## src/rtl/multi_alarm.sv

```systemverilog
// Multi-slot BCD alarm: per-slot arm bits, button editing with a blinking selected field,
// and a ring / snooze / dismiss controller with auto-timeout driven by the 1 Hz tick.
module multi_alarm #(
    parameter int NUM_ALARMS     = 4,
    parameter int IDX_W          = 2,
    parameter int RING_SECONDS   = 60,
    parameter int SNOOZE_MINUTES = 5
) (
    input  logic                  clk,
    input  logic                  reset,
    input  logic                  clk_3hz,
    input  logic                  tick_1hz,
    input  logic [3:0]            btn,
    input  logic [3:0]            horas_decenas_in,
    input  logic [3:0]            horas_unidades_in,
    input  logic [3:0]            minutos_decenas_in,
    input  logic [3:0]            minutos_unidades_in,
    input  logic [3:0]            segundos_decenas_in,
    input  logic [3:0]            segundos_unidades_in,
    output logic [3:0]            horas_decenas,
    output logic [3:0]            horas_unidades,
    output logic [3:0]            minutos_decenas,
    output logic [3:0]            minutos_unidades,
    output logic [3:0]            segundos_decenas,
    output logic [3:0]            segundos_unidades,
    output logic [IDX_W-1:0]      sel_idx,
    output logic [NUM_ALARMS-1:0] armed_mask,
    output logic                  flag_alarm_armed,
    output logic                  ringing,
    output logic                  snoozing,
    output logic [IDX_W-1:0]      ring_idx
);

    typedef enum logic [1:0] {
        ST_IDLE   = 2'd0,
        ST_RING   = 2'd1,
        ST_SNOOZE = 2'd2
    } state_t;

    localparam logic [1:0]       FLD_SEC  = 2'd0;
    localparam logic [1:0]       FLD_MIN  = 2'd1;
    localparam logic [1:0]       FLD_HR   = 2'd2;
    localparam logic [IDX_W-1:0] LAST_IDX = IDX_W'(NUM_ALARMS - 1);
    localparam logic [7:0]       RING_LIM = 8'(RING_SECONDS);
    localparam logic [11:0]      SNZ_LOAD = 12'(SNOOZE_MINUTES * 60);

    // BCD 00..59 increment; the carry never leaves the two-digit field.
    function automatic logic [7:0] inc_sixty(input logic [7:0] v);
        logic [7:0] r;
        r = v;
        if (v[3:0] == 4'd9) begin
            r[3:0] = 4'd0;
            r[7:4] = (v[7:4] >= 4'd5) ? 4'd0 : (v[7:4] + 4'd1);
        end else begin
            r[3:0] = v[3:0] + 4'd1;
        end
        return r;
    endfunction

    function automatic logic [7:0] inc_hours(input logic [7:0] v);
        logic [7:0] r;
        r = v;
        if (v == 8'h23) begin
            r = 8'h00;
        end else if (v[3:0] == 4'd9) begin
            r[3:0] = 4'd0;
            r[7:4] = v[7:4] + 4'd1;
        end else begin
            r[3:0] = v[3:0] + 4'd1;
        end
        return r;
    endfunction

    // Slot layout: [23:16] hours, [15:8] minutes, [7:0] seconds (tens in the upper nibble).
    logic [NUM_ALARMS-1:0][23:0] slot_q, slot_d;
    logic [NUM_ALARMS-1:0]       armed_q, armed_d, match_prev_q, match_s, trigger_s;
    logic [IDX_W-1:0]            sel_q, sel_d, ring_idx_q, ring_idx_d;
    logic [1:0]                  field_q, field_d;
    logic                        blink_q, blink_d;
    state_t                      state_q, state_d;
    logic [7:0]                  ring_cnt_q, ring_cnt_d;
    logic [11:0]                 snz_cnt_q, snz_cnt_d;
    logic [3:0]                  btn_s1_q, btn_s2_q, btn_s3_q, press_s;
    logic                        c3_s1_q, c3_s2_q, c3_s3_q;
    logic [23:0]                 cur_time_s, disp_q, disp_d;
    logic                        flag_q, flag_d, ringing_q, ringing_d, snoozing_q, snoozing_d;
    logic                        edit_en_s;

    assign cur_time_s = {horas_decenas_in, horas_unidades_in, minutos_decenas_in,
                         minutos_unidades_in, segundos_decenas_in, segundos_unidades_in};
    assign press_s    = btn_s3_q & ~btn_s2_q;
    assign edit_en_s  = (state_q != ST_RING);

    // Slot editing, arm toggling, field/slot selection and blink phase.
    always_comb begin
        slot_d  = slot_q;
        armed_d = armed_q;
        sel_d   = sel_q;
        field_d = field_q;
        blink_d = (c3_s2_q && !c3_s3_q) ? ~blink_q : blink_q;
        if (edit_en_s) begin
            if (press_s[0]) begin
                case (field_q)
                    FLD_SEC: slot_d[sel_q][7:0]   = inc_sixty(slot_q[sel_q][7:0]);
                    FLD_MIN: slot_d[sel_q][15:8]  = inc_sixty(slot_q[sel_q][15:8]);
                    FLD_HR:  slot_d[sel_q][23:16] = inc_hours(slot_q[sel_q][23:16]);
                    default: slot_d[sel_q]        = slot_q[sel_q];
                endcase
            end else begin
                slot_d = slot_q;
            end
            if (press_s[1]) begin
                field_d = (field_q == FLD_HR) ? FLD_SEC : (field_q + 2'd1);
            end else begin
                field_d = field_q;
            end
            if (press_s[2]) begin
                armed_d[sel_q] = ~armed_q[sel_q];
            end else begin
                armed_d = armed_q;
            end
        end else begin
            slot_d = slot_q;
        end
        if (press_s[3] && state_q == ST_IDLE) begin
            sel_d   = (sel_q == LAST_IDX) ? '0 : (sel_q + IDX_W'(1));
            field_d = FLD_SEC;
        end else begin
            sel_d = sel_q;
        end
    end

    // Per-slot match and rising-edge trigger detection.
    always_comb begin
        match_s = '0;
        for (int i = 0; i < NUM_ALARMS; i++) begin
            match_s[i] = armed_q[i] && (slot_q[i] == cur_time_s);
        end
        trigger_s = match_s & ~match_prev_q;
    end

    // Ring controller next-state logic; buttons beat the ring timeout.
    always_comb begin
        state_d    = state_q;
        ring_idx_d = ring_idx_q;
        ring_cnt_d = ring_cnt_q;
        snz_cnt_d  = snz_cnt_q;
        case (state_q)
            ST_IDLE: begin
                if (|trigger_s) begin
                    state_d    = ST_RING;
                    ring_cnt_d = 8'd0;
                    for (int i = NUM_ALARMS - 1; i >= 0; i--) begin
                        if (trigger_s[i]) begin
                            ring_idx_d = IDX_W'(i);
                        end else begin
                            ring_idx_d = ring_idx_d;
                        end
                    end
                end else begin
                    state_d = ST_IDLE;
                end
            end
            ST_RING: begin
                if (press_s[0]) begin
                    state_d   = ST_SNOOZE;
                    snz_cnt_d = SNZ_LOAD;
                end else if (press_s[3]) begin
                    state_d = ST_IDLE;
                end else if (tick_1hz) begin
                    ring_cnt_d = ring_cnt_q + 8'd1;
                    state_d    = (ring_cnt_d == RING_LIM) ? ST_IDLE : ST_RING;
                end else begin
                    state_d = ST_RING;
                end
            end
            ST_SNOOZE: begin
                if (press_s[3]) begin
                    state_d = ST_IDLE;
                end else if (press_s[2] && sel_q == ring_idx_q && armed_q[ring_idx_q]) begin
                    state_d = ST_IDLE;
                end else if (tick_1hz) begin
                    snz_cnt_d = snz_cnt_q - 12'd1;
                    if (snz_cnt_d == 12'd0) begin
                        state_d    = ST_RING;
                        ring_cnt_d = 8'd0;
                    end else begin
                        state_d = ST_SNOOZE;
                    end
                end else begin
                    state_d = ST_SNOOZE;
                end
            end
            default: state_d = ST_IDLE;
        endcase
    end

    // Output values computed from next state so the registered outputs carry no extra lag.
    always_comb begin
        ringing_d  = (state_d == ST_RING);
        snoozing_d = (state_d == ST_SNOOZE);
        flag_d     = |armed_d;
        disp_d     = slot_d[sel_d];
        if (!blink_d) begin
            case (field_d)
                FLD_SEC: disp_d[7:0]   = 8'hFF;
                FLD_MIN: disp_d[15:8]  = 8'hFF;
                FLD_HR:  disp_d[23:16] = 8'hFF;
                default: disp_d        = slot_d[sel_d];
            endcase
        end else begin
            disp_d = slot_d[sel_d];
        end
    end

    // State, datapath, synchroniser and output registers.
    always_ff @(posedge clk or negedge reset) begin
        if (!reset) begin
            slot_q       <= '0;
            armed_q      <= '0;
            match_prev_q <= '0;
            sel_q        <= '0;
            ring_idx_q   <= '0;
            field_q      <= FLD_SEC;
            blink_q      <= 1'b1;
            state_q      <= ST_IDLE;
            ring_cnt_q   <= 8'd0;
            snz_cnt_q    <= 12'd0;
            btn_s1_q     <= 4'hF;
            btn_s2_q     <= 4'hF;
            btn_s3_q     <= 4'hF;
            c3_s1_q      <= 1'b0;
            c3_s2_q      <= 1'b0;
            c3_s3_q      <= 1'b0;
            disp_q       <= 24'h000000;
            flag_q       <= 1'b0;
            ringing_q    <= 1'b0;
            snoozing_q   <= 1'b0;
        end else begin
            slot_q       <= slot_d;
            armed_q      <= armed_d;
            match_prev_q <= match_s;
            sel_q        <= sel_d;
            ring_idx_q   <= ring_idx_d;
            field_q      <= field_d;
            blink_q      <= blink_d;
            state_q      <= state_d;
            ring_cnt_q   <= ring_cnt_d;
            snz_cnt_q    <= snz_cnt_d;
            btn_s1_q     <= btn;
            btn_s2_q     <= btn_s1_q;
            btn_s3_q     <= btn_s2_q;
            c3_s1_q      <= clk_3hz;
            c3_s2_q      <= c3_s1_q;
            c3_s3_q      <= c3_s2_q;
            disp_q       <= disp_d;
            flag_q       <= flag_d;
            ringing_q    <= ringing_d;
            snoozing_q   <= snoozing_d;
        end
    end

    assign {horas_decenas, horas_unidades, minutos_decenas,
            minutos_unidades, segundos_decenas, segundos_unidades} = disp_q;
    assign sel_idx          = sel_q;
    assign armed_mask       = armed_q;
    assign flag_alarm_armed = flag_q;
    assign ringing          = ringing_q;
    assign snoozing         = snoozing_q;
    assign ring_idx         = ring_idx_q;

endmodule

```

## config.mk

```make
export PLATFORM = sky130hd
export DESIGN_NAME = multi_alarm
export DESIGN_NICKNAME = d
export VERILOG_FILES = /design/src/rtl/multi_alarm.sv
export SDC_FILE = /design/constraint.sdc
export NUM_CORES = 1
export LEC_CHECK = 0
export ABC_AREA = 1
export CAP_MARGIN = 20
export CORE_MARGIN = 5
export CORE_UTILIZATION = 45
export CTS_BUF_LIST = sky130_fd_sc_hd__clkbuf_8
export CTS_CLUSTER_SIZE = 40
export DETAILED_ROUTE_END_ITERATION = 16
export PLACE_DENSITY = 0.72
export SLEW_MARGIN = 20
export SYNTH_ARGS = -nofsm -noshare
export SYNTH_HDL_FRONTEND = slang
export SYNTH_SLANG_ARGS = --single-unit
```

## constraint.sdc

```tcl
create_clock -name clk -period 3.26 [get_ports clk]
set_input_delay 0.489 -clock clk [delete_from_list [all_inputs] [get_ports clk]]
set_output_delay 0.489 -clock clk [all_outputs]
set_load 0.03 [all_outputs]
```

==> impl_metrics.tcl, run 1 <==
set metrics [dict create \
    reg2reg_slack_ps 410 \
    synth_largest_type_area_fraction_pct 28.3 \
    clockRootBuffer "clkbuf_8" \
    clk_latency_ps 510 \
    cp.depth 17 \
    synth_top_cells_by_count "nand2_1, nand3_1, inv_1" \
    internal_power_uw 6830 \
    design.die.area_um2 35500 \
    clkTransAtPathRegs_ps 110 \
    cp.arrival_ps 3220 \
    synth_enable_flop_cells 0 \
    final_cells 2599 \
    power_leakage_uw 0.00750 \
    count_of_final_setup_violators 0 \
    final_hold_viol_count 0 \
    worstSetupStartpointType "flop" \
    initial_utilization_pct 45.5 \
    cts_htree_levels 4 \
    post-layout-total-power_uw 15900 \
    core-area_um2 31600 \
    max_slew_margin_pct 46.0 \
    fin_skew_ps 16.4 \
    cp_buf_inv_count 2 \
    switchingPower_uw 9020 \
    final_cell_area_um2 15800 \
    power_frac_comb_pct 65.0 \
    synth_most_common_cell "nand2_1" \
    post_route_cells_drive_above_1_share_pct 8.01 \
    power.share.sequential_pct 24.5 \
    gr-usage-all-layers_pct 29.7 \
    first_iter_violations 2065 \
    critical_path.reg2reg.endpoint "disp_q[17]" \
    routedWlPerCell_um 20.7 \
    clockPowerShare_pct 10.4 \
    ioPinCount 67 \
    powerDensity_nw_per_um2 1000 \
    multi_input_area_um2 8700 \
    nNetsFinal 2237 \
    seq_area_frac_synth_pct 30.6 \
    crit_chain "inv_6 > nand2_1 > nand3_1 > nand2_1 > inv_1 > ha_1 > nand2_1 > nor2_1 > nand4_4 > nand3b_2 > nand2_1 > nand3_1 > nand2_1 > nand3_1 > nand3_1 > nand2_1 > nand2_1" \
    critical-path-max-stage-delay_ps 460 \
    critPathLaunch "sel_idx[0]" \
    place_inst 2566 \
    r2r_start "sel_idx[0]" \
    area_growth_syn_to_layout_pct 10.2 \
    switching_share_pct 56.9 \
    grt_start_max_net_pins 95 \
    path_delay_family "simple AND/OR/NAND/NOR gates" \
    crit_path_end_kind "flop" \
    ctsResizeCount 0 \
    grt_remaining_overflow 0 \
    yosys_warnings 0 \
    kind_of_path_behind_the_tightest_hold_check "in -> async" \
    globalplace.congestion 0.998 \
    drt_drc_violations_left 0 \
    floorplan.die.height_um 189 \
    ir_drop_uv 448 \
    ctsHoldBuffers 0 \
    post_drt_via_cell_ratio 6.13 \
    worst_path_max_delay_cell "dfrtp_2" \
    grt_antenna_before_repair 1 \
    synth_top_flop_cell "dfrtp_1" \
    dpl_cell_area_um2 15400 \
    fp-row-count 65 \
    placement.io_buffers 66 \
    post_cts.repair.setup_buffers 0 \
    tns_ps 0 \
    global_route_wire_length_before_repair_um 84200 \
    grt_setup_unrepaired "false" \
    tightest_slew_ps 809 \
    critical_path.most_common_cell "nand2_1" \
    timing.max_cap.violations 0 \
    area.sequential_um2 4400 \
    ant_nets 0 \
    netlist.top_cell.by_area "dfrtp_1" \
    fmax_ghz 0.351 \
    r2r.worst_path.cells 17 \
    cts_tree "yes" \
    drt_first_pass_iters 6 \
    n_fill_cell 3117 \
    syn-cell-area_um2 14300 \
    crit_fanout 49 \
    detailroute.via_count 15900 \
    first_global_vias 15000 \
    critPathCapture "disp_q[17]" \
    fin_crit_sh_pct 87.3 \
    dp.final_hpwl_um 37200 \
    number_of_cells_produced_by_synthesis 2174 \
    syn_avg_cell_area_um2 6.60 \
    critical_path_class "reg -> reg" \
    synth.top_cells.by_area "dfrtp_1, nand2_1, nand3_1, o21ai_0, inv_1" \
    syn_nets 2228 \
    ys_ff_latch 175 \
    cp_data_required_time_ps 3630 \
    count_of_pins_over_their_slew_limit 0 \
    cts_max_path_buffers 2 \
    post_synth_num_cell_types 50 \
    cts_buffers 17 \
    die_outline_width_um 189 \
    synthArstFlopShare_pct 100 \
    drt_wl_total_um 53700 \
    status "complete, no violations" \
    min_period_ps 2850 \
    clkSinkCount 175 \
]
[per-stage QoR]
stage / setup WS [ps] / hold WS, ps / util [%]
final: 413 / 6.82 / 50.1
after global routing: 113 / 37.8 / 50.1
after CTS: 461 / 24.7 / 50.1
after detailed placement: 220 / 348 / 48.8
after global placement: 266 / 348 / 48.8
after floorplan: 556 / 193 / -
[power by group through the flow]
stage	Sequential (uW)	Clock (uW)	Combinational, uW
CTS	3840	1690	10100
detailed placement	3870	0	10000
finish	3890	1650	10300
floorplan	3850	0	6800
global route	3940	1780	11300
global placement	3860	0	9800
[routing by layer]
| layer | vias to the layer above | routed length, um | part of all wire [%] | track usage (%) |
|---|---|---|---|---|
| met4 | 2 | 2380 | 4.4 | 13.8 |
| li1 | 7300 | - | - | - |
| met3 | 173 | 6060 | 11 | 7.08 |
| met1 | 7461 | 21300 | 40 | 39.0 |
| met5 | - | 18 | 0.034 | 0 |
| met2 | 984 | 24000 | 45 | 46.4 |
[state kept, by name, indices dropped and copies added, names as in the netlist]
register,flops
state_q,2
snoozing,1
snz_cnt_q,12
btn_s1_q,4
blink_q,1
armed_mask,4
match_prev_q,4
btn_s2_q,4
ring_idx,2
field_q,2
c3_s2_q,1
sel_idx,2
disp_q,24
flag_alarm_armed,1
slot_q,96
btn_s3_q,4
c3_s3_q,1
ring_cnt_q,8
ringing,1
c3_s1_q,1
[cell usage in the layout, fill, tap and decap left out, types with 5 or more instances in the layout]
master           count
a211oi_1             5
a21boi_0            53
a21oi_1             39
a221oi_1            59
a22oi_1              7
a22oi_2              7
a31oi_1              5
buf_12               8
buf_4               34
clkbuf_8            18
clkdlybuf4s50_1     65
dfrtp_1            161
dfstp_2             13
ha_1                22
inv_1              176
inv_2               13
inv_6                7
nand2_1            742
nand2_2             19
nand3_1            260
nand3_2             12
nand3b_1            18
nand4_1             29
nor2_1              69
nor3_1              15
o211ai_1            11
o21ai_0            149
o21ai_1             37
o22ai_1             32
or2_2               12
xnor2_1             18
xor2_1              33
[worst min-delay path by stage]
| stage | startpoint | end | slack (ps) | depth (start not counted) |
|---|---|---|---|---|
| finish | reset | snz_cnt_q[4] | 7 | 1 |
| global route | reset | snz_cnt_q[4] | 40 | 1 |
| CTS | reset | snz_cnt_q[4] | 20 | 1 |
| detailed placement | c3_s1_q | c3_s2_q | 350 | 0 |
| global placement | btn_s1_q[0] | btn_s2_q[0] | 350 | 0 |
| floorplan | reset | armed_mask[0] | 190 | 0 |
[logic make-up after synthesis]
group           after synthesis  synth area share (%)
mux                           4                 0.279
compound gates              412                  18.2
buf+inv                     309                  8.87
xor+xnor                     51                  3.11
simple gates               1201                  37.0
flops                       175                  30.6
fa+ha+maj                    22                  1.92
[final cells by class]
type	count	share of cell area, %
multi-input cells	1690	55.0
flip-flops and latches	175	27.8
repair buffers	108	6.83
inverters	191	4.58
well taps	402	3.18
clock buffers	17	1.48
clock inverters	15	1.09
diodes	1	0.0158
Note: power is estimated with default switching activity, not from simulation.
==> run 2: changes to the inputs <==
--- a/config.mk
+++ b/config.mk
@@ -7,13 +7,12 @@
 export LEC_CHECK = 0
 export ABC_AREA = 1
 export CAP_MARGIN = 20
-export CORE_MARGIN = 5
 export CORE_UTILIZATION = 45
 export CTS_BUF_LIST = sky130_fd_sc_hd__clkbuf_8
 export CTS_CLUSTER_SIZE = 40
 export DETAILED_ROUTE_END_ITERATION = 16
 export PLACE_DENSITY = 0.72
-export SLEW_MARGIN = 20
+export SLEW_MARGIN = 40
 export SYNTH_ARGS = -nofsm -noshare
 export SYNTH_HDL_FRONTEND = slang
 export SYNTH_SLANG_ARGS = --single-unit
==> impl_metrics.tcl, run 2 (synthesis gave the netlist of run 1 again) <==
set metrics [dict create \
    tightest_slew_ps 813 \
    routedWlPerCell_um 20.7 \
    ir_drop_uv 484 \
    kind_of_path_behind_the_tightest_hold_check "in -> async" \
    power_leakage_uw 0.00751 \
    clk_latency_ps 530 \
    fmax_ghz 0.354 \
    ioPinCount 67 \
    fin_skew_ps 23.1 \
    gr-usage-all-layers_pct 33.2 \
    first_global_vias 14900 \
    failed_checks "negative hold slack" \
    post_route_cells_drive_above_1_share_pct 8.15 \
    status "finished, violations left" \
    cts_buffers 17 \
    ctsHoldBuffers 0 \
    worstSetupStartpointType "flop" \
    final_critical_path_setup_slack_ps 436 \
    crit_fanout 42 \
    placement.io_buffers 66 \
    drt_first_pass_iters 6 \
    grt_antenna_before_repair 2 \
    cp_data_required_time_ps 3640 \
    detailroute.via_count 15900 \
    fin_crit_sh_pct 86.6 \
    layout.cells.most_common "nand2_1" \
    clockRootBuffer "clkbuf_8" \
    cts_max_path_buffers 2 \
    count_of_pins_over_their_slew_limit 0 \
    critical_path_class "reg -> reg" \
    final_cells 2601 \
    ant_nets 0 \
    timing.max_cap.violations 0 \
    dp.final_hpwl_um 36600 \
    dpl_ws_ps 56.1 \
    ctsResizeCount 0 \
    holdWs_ps -44.1 \
    die_outline_width_um 181 \
    count_of_final_setup_violators 0 \
    post_drt_via_cell_ratio 6.12 \
    cts_tree "yes" \
    cp.arrival_ps 3200 \
    first_iter_violations 2339 \
    global_route_wire_length_before_repair_um 84300 \
    min_period_ps 2820 \
    area_growth_syn_to_layout_pct 10.6 \
    grt_setup_unrepaired "false" \
    place_inst 2567 \
    grt_remaining_overflow 0 \
    dpl_cell_area_um2 15400 \
    final_hold_viol_count 13 \
    powerDensity_nw_per_um2 1000 \
    initial_utilization_pct 45.6 \
    grt_start_max_net_pins 95 \
    tns_ps 0 \
    largest_register_ffs 96 \
    fp-row-count 65 \
    cts_htree_levels 4 \
    drt_wl_total_um 53800 \
    final_cell_area_um2 15900 \
    globalplace.congestion 1.00 \
    largest_register "slot_q" \
    design.die.area_um2 32600 \
    nNetsFinal 2238 \
    floorplan.die.height_um 181 \
    crit_path_end_kind "flop" \
    core-area_um2 31500 \
    largest_registers "slot_q: 96 flops, disp_q: 24 flops, snz_cnt_q: 12 flops" \
    max_slew_margin_pct 45.8 \
    mostFrequentLayoutCells "nand2_1, nand3_1, inv_1" \
    drt_drc_violations_left 0 \
    post_cts.repair.setup_buffers 0 \
    clkSinkCount 175 \
    clkTransAtPathRegs_ps 110 \
]
run 2: path summary, 6_finish.rpt:
check,slack (ps),cells after the start,to,startpoint
worst max-delay path,440,17,disp_q[17],sel_idx[0]
worst min-delay path,-40,1,slot_q[14],reset
worst max register to register,440,17,disp_q[17],sel_idx[0]
worst min register to register,360,0,btn_s2_q[3],btn_s1_q[3]
max in group asynchronous,2550,2,c3_s1_q,reset
min in group clk,360,1,btn_s1_q[1],btn[1]
run 2: per-layer routing:
layer	track usage [%]	vias to the layer above	wire, um
met1	44.2	7437	21800
li1	-	7294	-
met2	51.4	1009	23700
met4	16.3	0	2480
met3	6.45	179	5770
met5	0	-	0
run 2: power breakdown:
group | internal, uW | switching (uW) | leakage, uW
combinational | 3300 | 7140 | 0.00533
sequential | 2880 | 968 | 0.00198
clock | 647 | 1010 | 0.000201
total | 6830 | 9110 | 0.00751
run 2: critical path: stages, from the launching register on:
cell and delay, ps:
dfrtp_2 460, inv_6 320, nand2_1 90, nand3_1 80, nand2_1 160, inv_1 160, ha_1 220, nand2_1 70
nor2_1 170, nand4_4 170, nand3b_2 190, nand2_1 70, nand3_1 100, nand2_1 70, nand3_1 80, nand3_1 80
nand2_1 110, nand2_1 60
run 2: final cells by class:
| class | instances | area [um^2] |
|---|---|---|
| well taps | 402 | 503 |
| fillers | 3154 | 15600 |
| inverters | 191 | 724 |
| clock buffers | 17 | 234 |
| clock inverters | 15 | 173 |
| diodes | 2 | 5.00 |
| repair buffers | 109 | 1120 |
| multi-input cells | 1690 | 8700 |
| flip-flops and latches | 175 | 4400 |
run 2: metrics by stage:
stage	utilization, %	hold WS (ps)	power [uW]
finish	50.4	-44.1	15900
floorplan	-	193	10600
detailed placement	49.1	350	14000
global placement	49.1	350	13700
global route	50.4	23.8	17100
CTS	50.4	11.0	15700
